==> config.mk <==
export PLATFORM = sky130hd
export DESIGN_NAME = compare_sink_flat
export DESIGN_NICKNAME = d
export VERILOG_FILES = /design/src/rtl/compare_sink_if.sv /design/src/rtl/compare_sink.sv /design/src/flat_wrapper.sv
export SDC_FILE = /design/constraint.sdc
export NUM_CORES = 1
export LEC_CHECK = 0
export BUFFER_PORTS_ARGS = -buffer_cell sky130_fd_sc_hd__buf_2
export CAP_MARGIN = 20
export CORE_MARGIN = 2
export CORE_UTILIZATION = 30
export DETAILED_ROUTE_END_ITERATION = 12
export SLEW_MARGIN = 30
export SYNTH_ARGS = -nofsm -noshare
export SYNTH_HDL_FRONTEND = slang
export SYNTH_HIERARCHICAL = 1
export SYNTH_SLANG_ARGS = --single-unit
==> constraint.sdc <==
create_clock -name clk -period 5.6 [get_ports clk]
set_input_delay 0.28 -clock clk [delete_from_list [all_inputs] [get_ports clk]]
set_output_delay 0.28 -clock clk [all_outputs]
set_load 0.1 [all_outputs]
==> src/rtl/compare_sink_if.sv <==
// compare_sink_if: sample and failure-report bus for compare_sink.
//   in_*     : stimulus/response sample stream (valid/ready)
//   rpt_*    : failure-record readout stream (valid/ready)
// master = driver/consumer side, slave = compare_sink.
interface compare_sink_if #(
  parameter int NOUT = 5,
  parameter int W    = 8
);
  logic                   in_valid;
  logic                   in_ready;
  logic [15:0]            in_tag;
  logic [NOUT*W*2-1:0]    spec_v;
  logic [NOUT*W*2-1:0]    impl_v;
  logic                   rpt_valid;
  logic                   rpt_ready;
  logic [15:0]            rpt_tag;
  logic [NOUT-1:0]        rpt_mask;
  logic [NOUT*W*2-1:0]    rpt_spec;
  logic [NOUT*W*2-1:0]    rpt_impl;

  modport master (
    output in_valid, in_tag, spec_v, impl_v, rpt_ready,
    input  in_ready, rpt_valid, rpt_tag, rpt_mask, rpt_spec, rpt_impl
  );

  modport slave (
    input  in_valid, in_tag, spec_v, impl_v, rpt_ready,
    output in_ready, rpt_valid, rpt_tag, rpt_mask, rpt_spec, rpt_impl
  );
endinterface

==> src/rtl/compare_sink.sv <==
// compare_sink: hardware response checker. Accepts {tag, spec, impl} samples,
// compares each output slice with case-equality on 2-bit four-state codes
// (00=0 01=1 10=X 11=Z), counts samples/failures (saturating) and queues
// failing records in a small FIFO for readout.
// Ports:
//   clk, rst_n       clock, async active-low reset
//   start, clear     IDLE->RUN pulse; clear returns to IDLE and wipes state
//   bus (slave)      sample input stream and failure-record output stream
//   sample_cnt       accepted samples
//   fail_cnt         failing samples
//   overflow         sticky: a failing record was dropped (FIFO full)
//   halted           block stopped after a failure (STOP_ON_FAIL)
//   all_ok           no failures seen

// Per-output compare: raw code compare gives === semantics (X != Z, X != 0).
module compare_sink_lane #(
  parameter int W = 8
) (
  input  logic [2*W-1:0] spec,
  input  logic [2*W-1:0] impl,
  output logic           mismatch
);
  assign mismatch = (spec != impl);
endmodule

module compare_sink #(
  parameter int NOUT         = 5,
  parameter int W            = 8,
  parameter int DEPTH        = 4,
  parameter int CNT_W        = 16,
  parameter bit STOP_ON_FAIL = 1'b1
) (
  input  logic                clk,
  input  logic                rst_n,
  input  logic                start,
  input  logic                clear,
  compare_sink_if.slave       bus,
  output logic [CNT_W-1:0]    sample_cnt,
  output logic [CNT_W-1:0]    fail_cnt,
  output logic                overflow,
  output logic                halted,
  output logic                all_ok
);
  localparam int VW = NOUT*W*2;
  localparam int AW = $clog2(DEPTH);

  typedef enum logic [1:0] {IDLE, RUN, HALT} state_t;

  typedef struct packed {
    logic [15:0]     tag;
    logic [NOUT-1:0] mask;
    logic [VW-1:0]   spec;
    logic [VW-1:0]   impl;
  } rec_t;

  state_t          state, state_nxt;
  logic [NOUT-1:0] mismatch;
  logic            accept, fail_acc, push, pop, full;
  rec_t            mem [DEPTH];
  rec_t            head;
  logic [AW-1:0]   wr_ptr, rd_ptr;
  logic [AW:0]     count;

  for (genvar k = 0; k < NOUT; k++) begin : g_lane
    compare_sink_lane #(.W(W)) u_lane (
      .spec     (bus.spec_v[k*W*2 +: W*2]),
      .impl     (bus.impl_v[k*W*2 +: W*2]),
      .mismatch (mismatch[k])
    );
  end

  assign accept   = bus.in_valid & bus.in_ready;
  assign fail_acc = accept & (|mismatch);
  assign full     = (count == (AW+1)'(DEPTH));
  assign pop      = bus.rpt_valid & bus.rpt_ready;
  // A pop in the same cycle frees the slot, so a full FIFO still takes the push.
  assign push     = fail_acc & (~full | pop);

  // FSM: state register
  always_ff @(posedge clk or negedge rst_n) begin
    if (!rst_n) state <= IDLE;
    else        state <= state_nxt;
  end

  // FSM: next state; clear overrides everything
  always_comb begin
    state_nxt = state;
    if (clear) state_nxt = IDLE;
    else begin
      case (state)
        IDLE:    if (start) state_nxt = RUN;
        RUN:     if (fail_acc && STOP_ON_FAIL) state_nxt = HALT;
        HALT:    state_nxt = HALT;
        default: state_nxt = IDLE;
      endcase
    end
  end

  // FSM: outputs depend on the state register only
  always_comb begin
    bus.in_ready = (state == RUN);
    halted       = (state == HALT);
  end

  always_ff @(posedge clk or negedge rst_n) begin
    if (!rst_n) begin
      sample_cnt <= '0;
      fail_cnt   <= '0;
      overflow   <= 1'b0;
    end else if (clear) begin
      sample_cnt <= '0;
      fail_cnt   <= '0;
      overflow   <= 1'b0;
    end else begin
      if (accept && sample_cnt != '1) sample_cnt <= sample_cnt + CNT_W'(1);
      if (fail_acc && fail_cnt != '1) fail_cnt <= fail_cnt + CNT_W'(1);
      if (fail_acc && !push)          overflow <= 1'b1;
    end
  end

  always_ff @(posedge clk or negedge rst_n) begin
    if (!rst_n) begin
      for (int i = 0; i < DEPTH; i++) mem[i] <= '0;
      wr_ptr <= '0;
      rd_ptr <= '0;
      count  <= '0;
    end else if (clear) begin
      wr_ptr <= '0;
      rd_ptr <= '0;
      count  <= '0;
    end else begin
      if (push) begin
        mem[wr_ptr] <= '{tag: bus.in_tag, mask: mismatch,
                         spec: bus.spec_v, impl: bus.impl_v};
        wr_ptr      <= wr_ptr + AW'(1);
      end
      if (pop) rd_ptr <= rd_ptr + AW'(1);
      count <= count + {{AW{1'b0}}, push} - {{AW{1'b0}}, pop};
    end
  end

  assign head          = mem[rd_ptr];
  assign bus.rpt_valid = (count != '0);
  assign bus.rpt_tag   = head.tag;
  assign bus.rpt_mask  = head.mask;
  assign bus.rpt_spec  = head.spec;
  assign bus.rpt_impl  = head.impl;
  assign all_ok        = (fail_cnt == '0);
endmodule

==> src/flat_wrapper.sv <==
// flat-port wrapper written by rule: the top's interface ports become plain ports
module compare_sink_flat 
#(
  parameter int NOUT         = 5,
  parameter int W            = 8,
  parameter int DEPTH        = 4,
  parameter int CNT_W        = 16,
  parameter bit STOP_ON_FAIL = 1'b1
)
  (clk, rst_n, start, clear, sample_cnt, fail_cnt, overflow, halted, all_ok, bus_in_valid, bus_in_tag, bus_spec_v, bus_impl_v, bus_rpt_ready, bus_in_ready, bus_rpt_valid, bus_rpt_tag, bus_rpt_mask, bus_rpt_spec, bus_rpt_impl);
  compare_sink_if #(.NOUT(NOUT), .W(W)) bus_i ();
  input  logic clk;
  input  logic rst_n;
  input  logic start;
  input  logic clear;
  output logic [CNT_W-1:0] sample_cnt;
  output logic [CNT_W-1:0] fail_cnt;
  output logic overflow;
  output logic halted;
  output logic all_ok;
  input wire logic [$bits(bus_i.in_valid)-1:0] bus_in_valid;
  input wire logic [$bits(bus_i.in_tag)-1:0] bus_in_tag;
  input wire logic [$bits(bus_i.spec_v)-1:0] bus_spec_v;
  input wire logic [$bits(bus_i.impl_v)-1:0] bus_impl_v;
  input wire logic [$bits(bus_i.rpt_ready)-1:0] bus_rpt_ready;
  output wire logic [$bits(bus_i.in_ready)-1:0] bus_in_ready;
  output wire logic [$bits(bus_i.rpt_valid)-1:0] bus_rpt_valid;
  output wire logic [$bits(bus_i.rpt_tag)-1:0] bus_rpt_tag;
  output wire logic [$bits(bus_i.rpt_mask)-1:0] bus_rpt_mask;
  output wire logic [$bits(bus_i.rpt_spec)-1:0] bus_rpt_spec;
  output wire logic [$bits(bus_i.rpt_impl)-1:0] bus_rpt_impl;
  assign bus_i.in_valid = bus_in_valid;
  assign bus_i.in_tag = bus_in_tag;
  assign bus_i.spec_v = bus_spec_v;
  assign bus_i.impl_v = bus_impl_v;
  assign bus_i.rpt_ready = bus_rpt_ready;
  assign bus_in_ready = bus_i.in_ready;
  assign bus_rpt_valid = bus_i.rpt_valid;
  assign bus_rpt_tag = bus_i.rpt_tag;
  assign bus_rpt_mask = bus_i.rpt_mask;
  assign bus_rpt_spec = bus_i.rpt_spec;
  assign bus_rpt_impl = bus_i.rpt_impl;
  compare_sink #(.NOUT(NOUT), .W(W), .DEPTH(DEPTH), .CNT_W(CNT_W), .STOP_ON_FAIL(STOP_ON_FAIL)) u_core (.clk(clk), .rst_n(rst_n), .start(start), .clear(clear), .bus(bus_i), .sample_cnt(sample_cnt), .fail_cnt(fail_cnt), .overflow(overflow), .halted(halted), .all_ok(all_ok));
endmodule
* Yosys cells after proc, flatten, opt, wreduce, memory -nomap -nowiden
Index checks and enable logic that the tools add are counted. Widths: inputs -> output; s select.
Cells by class: eq/ne operators 12, add/subtract/negate cells 6, shift operators 0, multiply operators 0, $lt $le $gt $ge 3, bitwise operators 9, div/mod/pow operators 0, mux-type cells 21, reductions and logical operators 16
Operators by type and width (number):
- $bwmux 724 | 1
- $mux 181 | 3
- $bmux 181 s2 | 1
- $demux 181 s2 | 1
- $ne 16x16->1 | 5
- $mux 16 | 4
- $add 16x1->16 const B | 2
- $ne 16x16->1 const B | 2
- $logic_not 16->1 | 1
- $mux 2 | 7
- $reduce_bool 2->1 | 5
- $ge 3x3->1 const B | 2
- $ne 3x3->1 const B | 2
- $not 2->3 | 2
- $pmux 2 s3 | 1
- $reduce_or 5->1 | 1
- $add 2x1->2 const B | 2
- $and 1x1->1 | 4
- $logic_and 1x1->1 | 4
- $reduce_and 2->1 | 2
- $add 3x1->3 | 1
- $eq 3x3->1 const B | 1
- $lt 3x1->1 const B | 1
- $mux 3 | 1
- 9 further kinds | 11
Word-level totals: bits in writable memories 0, bits in registers 766, memories kept 0, ROM bits 0, latch bits 0, word-level logic and storage cells 90, bits of input ports 182

* Depth between registers and ports, before layout
depth in word-level cells 8, gate-level depth with buffers 13, mapped depth without buffers 11

* Modules after synthesis
Netlist, hierarchy kept.
By module, submodules not included:
- compare_sink | times used 1, cells an instance 1999, area each 33493.4 µm², sequential area each 19168.4 µm²
- compare_sink_lane | times used 5, cells an instance 21, area each 171.4 µm², sequential area each 0.0 µm²

* Worst setup path after synthesis
No wires, ideal clock.
path kind flip-flop to flip-flop, start point reg u_core.state[1], end point reg u_core.count[2], arrival 3.018 ns, cell stages (with the launch flop) 13, slack 2.450 ns, required time 5.468 ns, path through dfrtp_1 > inv_1 > ha_1 > and2_1 > o21ai_2 > buf_2 > buf_2 > nor2_1 > ha_1 > inv_1 > fa_1 > xnor2_1 > nor2_1
On the way: cells in the longest elaborated chain, start to end 7
Ends and longest elaborated chain:
- start: declaration | RTL line compare_sink.sv:56 | state_t state, state_nxt;
- start signal: assignment | RTL line compare_sink.sv:82 | else state <= state_nxt;
- $eq 2x1->1 | RTL line compare_sink.sv:101 | bus.in_ready = (state == RUN);
- net bus_in_ready | RTL line flat_wrapper.sv:26 | output wire logic [$bits(bus_i.in_ready)-1:0] bus_in_ready;
- $and 1x1->1 | RTL line compare_sink.sv:72 | assign accept = bus.in_valid & bus.in_ready;
- $and 1x1->1 | RTL line compare_sink.sv:73 | assign fail_acc = accept & (|mismatch);
- $and 1x1->1 | RTL line compare_sink.sv:77 | assign push = fail_acc & (~full | pop);
- $add 3x1->3 | RTL line compare_sink.sv:138 | count <= count + {{AW{1'b0}}, push} - {{AW{1'b0}}, pop};
- $sub 3x1->3 | RTL line compare_sink.sv:138
- $mux 3 | RTL line compare_sink.sv:127 | end else if (clear) begin
- end signal: assignment | RTL line compare_sink.sv:138
- end: declaration | RTL line compare_sink.sv:62 | logic [AW:0] count;
The timed path passes the listed nets, and every way through them passes these cells. A chain may end at the register's enable or synchronous reset.

* Worst setup path in the final report
start point in bus_impl_v[62], end point reg u_core/mem[156] in the netlist's numbering
On the way: cells in the longest elaborated chain, start to end 5
Ends and longest elaborated chain:
- start: declaration | RTL line flat_wrapper.sv:24 | input wire logic [$bits(bus_i.impl_v)-1:0] bus_impl_v;
- $ne 16x16->1 | RTL line compare_sink.sv:23 | assign mismatch = (spec != impl);
- net u_core.mismatch[3] | RTL line compare_sink.sv:57 | logic [NOUT-1:0] mismatch;
- $reduce_or 5->1 | RTL line compare_sink.sv:73
- $and 1x1->1 | RTL line compare_sink.sv:73
- $and 1x1->1 | RTL line compare_sink.sv:77
- $reduce_and 2->1 (no source line)
- end signal: indexed assignment | RTL line compare_sink.sv:133 | mem[wr_ptr] <= '{tag: bus.in_tag, mask: mismatch,
- end: declaration | RTL line compare_sink.sv:59 | rec_t mem [DEPTH];
The timed path passes the listed nets, and every way through them passes these cells.

==> flow_summary.toml <==
[pwr]
clockPowerShare_pct = 23.5
power.total_uw = 24700
vdd_drop_max_v = 0.000459
p_sw_uw = 11900
leakage_uw = 0.0205
seqPwrFrac_pct = 28.8
swShare_pct = 48.3
p_int_uw = 12800
combinationalPowerShare_pct = 47.7
power_density_nw_per_um2 = 573

[worst_setup_path]
slowest_delay_ns = 0.61
worstReg2RegStart = "u_core/state[1]"
crit_chain = "dlygate4sd3_1 > buf_2 > xor2_1 > nor4_1 > nand4_1 > buf_4 > or4_1 > o21ai_2 > nor3_4 > nand2_8 > buf_4 > mux2_2"
cp-startpoint = "bus_impl_v[62]"
cp-start-kind = "primary input"
slowest_stage = "nor4_1"
required_ns = 6.13
cp_max_fo = 46
endpoint_kind = "flop"
cp.arrival_ns = 4.43
path_class = "in2reg"
crit_path_frequent_cell = "buf_4"

[placed_design]
portBuffers = 399
dp_hpwl_um = 61300
place_inst = 3962
routabilityCongestion = 0.766
dp_worst_setup_slack_ns = 1.34

[die]
pin_count = 400
row_count = 124
initial_utilization_pct = 30.2
die_area_um2 = 117000
core_area_um2 = 114000
dieHeight_um = 342
die_w_um = 342

[yosys]
synth_top_cell_by_area = "dfrtp_1"
syn_nets = 2299
synthCells = 2104
avgSynthCellArea_um2 = 16.3
synth_edf_count = 0
seq_area_frac_synth_pct = 55.8
yosysTopAreaCellShare_pct = 55.8
synth_area_leaders = "dfrtp_1 (56%), mux2_2 (20%), mux4_2 (12%), mux2_1 (3.8%), xor2_1 (2.4%)"
async_reset_ff_share_pct = 100
synth_area_um2 = 34400
synth_seq_cells = 766
ys_warn_count = 6
synthDistinctLibCells = 40
ys.flop_type = "dfrtp_1"

[detailed_routing]
drc = 0
ant_nets = 0
drt-initial-drc-count = 978
via_per_inst = 4.80
wl_per_cell_um = 21.0
wl_um = 90500
num_vias = 20630
first_pass_iters = 5

[global_routing]
grt-ovfl-total = 0
grt.total_usage_pct = 15.4
first_global_vias = 21933
met3_usage_pct = 3.47
grt_pass1_wl_um = 139000
grt_start_max_net_pins = 151
grt.busiest_layer = "met2"
antenna_found_initial = 8
grtUsageMet1_pct = 21.2
grt_util_met2_pct = 24.5

[cts]
clk_path_buf_depth = 3
cts_resized = 0
clk_pin_slew_ns = 0.06
htreeDepth = 3
root_buffer = "clkbuf_16"
clkSinkCount = 766
numCtsBuffers = 89
tritoncts = "done"
insertion_delay_ns = 0.66

[timing]
max_freq_mhz = 256
period_minus_slack_ns = 3.90
tightestPinTransition_ns = 0.852
tns_ns = 0
setup_viol = 0
fin_worst_skew_ns = 0.0175
slew_violations = 0
rsz0062_at_grt = "no"
setup_ws_ns = 1.70
post-route-period-util_pct = 69.7
relSlewSlack_pct = 43.2
hold_viol = 0

[finish]
syn_to_final_growth_pct = 25.4
final_cells = 4300
final_layout_size_suffix_gt1_share_pct = 50.7
nets = 2914

[worst_hold_path]
hp-start = "bus_impl_v[35]"
hold_path.class = "in2reg"

[job]
cap_violations = 0

[status]
run_status = "completed"
## flip-flops by register name, indices dropped and copies added, names as in the netlist
signal / flops
u_core/count: 3
u_core/mem: 724
u_core/wr_ptr: 2
u_core/overflow: 1
u_core/rd_ptr: 2
u_core/sample_cnt: 16
u_core/state: 2
u_core/fail_cnt: 16
## per-stage QoR
step	instance area (um2)	hold WS, ns	utilization [%]
2_1_floorplan	34400	-0.0156	-
3_3_place_gp	38400	0.412	33.7
3_5_place_dp	38400	0.415	33.7
4_1_cts	43000	0.00608	37.8
5_1_grt	43100	0.0271	37.8
6_report	43100	0.0546	37.8
## cell families after synthesis
kind of cell | synth area share [%]
multiplexers | 35.7
AO/OA/AOI/OAI | 0.419
AND/OR/NAND/NOR | 2.31
buffers and inverters | 2.46
adder cells (fa/ha/maj) | 0.495
XOR/XNOR | 2.86
flip-flops | 55.8
## routing by layer
| layer | share of wire (%) | routed length, um |
|---|---|---|
| met1 | 45 | 40700 |
| met2 | 47 | 42700 |
| met3 | 5.5 | 4950 |
| met4 | 2.4 | 2150 |
| met5 | 0.027 | 24 |
## worst max-delay path, delay by kind of cell
family	cells	cell delay, ns
buffers and inverters	4	1.26
and+or+nand+nor	5	2.03
xor gates and xnor gates	1	0.18
AOI/OAI and AO/OA	1	0.21
muxes	1	0.35
## cell usage in the layout, fill, tap and decap left out, types with 3 or more instances in the layout
cell and count:
a21oi_1 8, and2_1 4, and3_1 8, and4_1 5, buf_12 24, buf_2 398, buf_4 48, bufinv_16 6
clkbuf_1 15, clkbuf_16 91, clkbuf_8 13, clkinv_2 16, clkinv_4 5, clkinvlp_4 3, dfrtp_1 764, diode_2 5
dlygate4sd3_1 177, ha_1 12, inv_1 10, inv_6 4, mux2_1 117, mux2_2 607, mux4_2 181, nand2_1 11
nand2_8 4, nand3_1 12, nand4_1 13, nor2_1 41, nor3_1 5, nor4_1 32, o211ai_1 5, o21ai_0 6
or3_1 3, xnor2_1 18, xor2_1 94
## synthesized netlist by cell type, types with 6 or more instances
| cell | n |
|---|---|
| a21oi_1 | 8 |
| and3_1 | 8 |
| buf_2 | 55 |
| buf_4 | 10 |
| buf_6 | 30 |
| clkbuf_1 | 29 |
| dfrtp_1 | 766 |
| ha_1 | 12 |
| inv_1 | 10 |
| mux2_1 | 117 |
| mux2_2 | 607 |
| mux4_2 | 181 |
| nand2_1 | 11 |
| nand3_1 | 12 |
| nand4_1 | 13 |
| nor2_1 | 41 |
| nor4_1 | 32 |
| o21ai_0 | 6 |
| xnor2_1 | 18 |
| xor2_1 | 94 |
## timing repair
action,4_1_cts,5_1_grt
hold endpoints to repair,776,0
hold buffers,177,0
setup buffers,0,0
## final timing paths
path	cells past startpoint	endpoint	slack (ns)
max	12	u_core/mem[156]	1.70
min	2	u_core/mem[35]	0.05
max reg2reg	8	u_core/mem[138]	2.43
min reg2reg	1	u_core/mem[360]	0.48
max in group asynchronous	4	u_core/mem[614]	3.99
min in group asynchronous	2	u_core/mem[404]	0.13
## layout make-up
| cell class | instances | area, um2 |
|---|---|---|
| Fill cell | 10796 | 70800 |
| Sequential cell | 766 | 19200 |
| Multi-Input combinational cell | 1201 | 14400 |
| Timing Repair Buffer | 651 | 4670 |
| Clock buffer | 119 | 2510 |
| Tap cell | 1512 | 1890 |
| Clock inverter | 36 | 402 |
| Inverter | 10 | 37.5 |
| Antenna cell | 5 | 12.5 |
## power by group through the flow
stage | clock, uW | sequential, uW | combinational [uW]
2_1_floorplan | 0 | 6950 | 9750
3_3_place_gp | 0 | 7190 | 11700
3_5_place_dp | 0 | 7220 | 11800
4_1_cts | 5990 | 7130 | 11900
5_1_grt | 6220 | 7260 | 12200
6_report | 5810 | 7110 | 11800
Note: power is estimated with default switching activity, not from simulation.
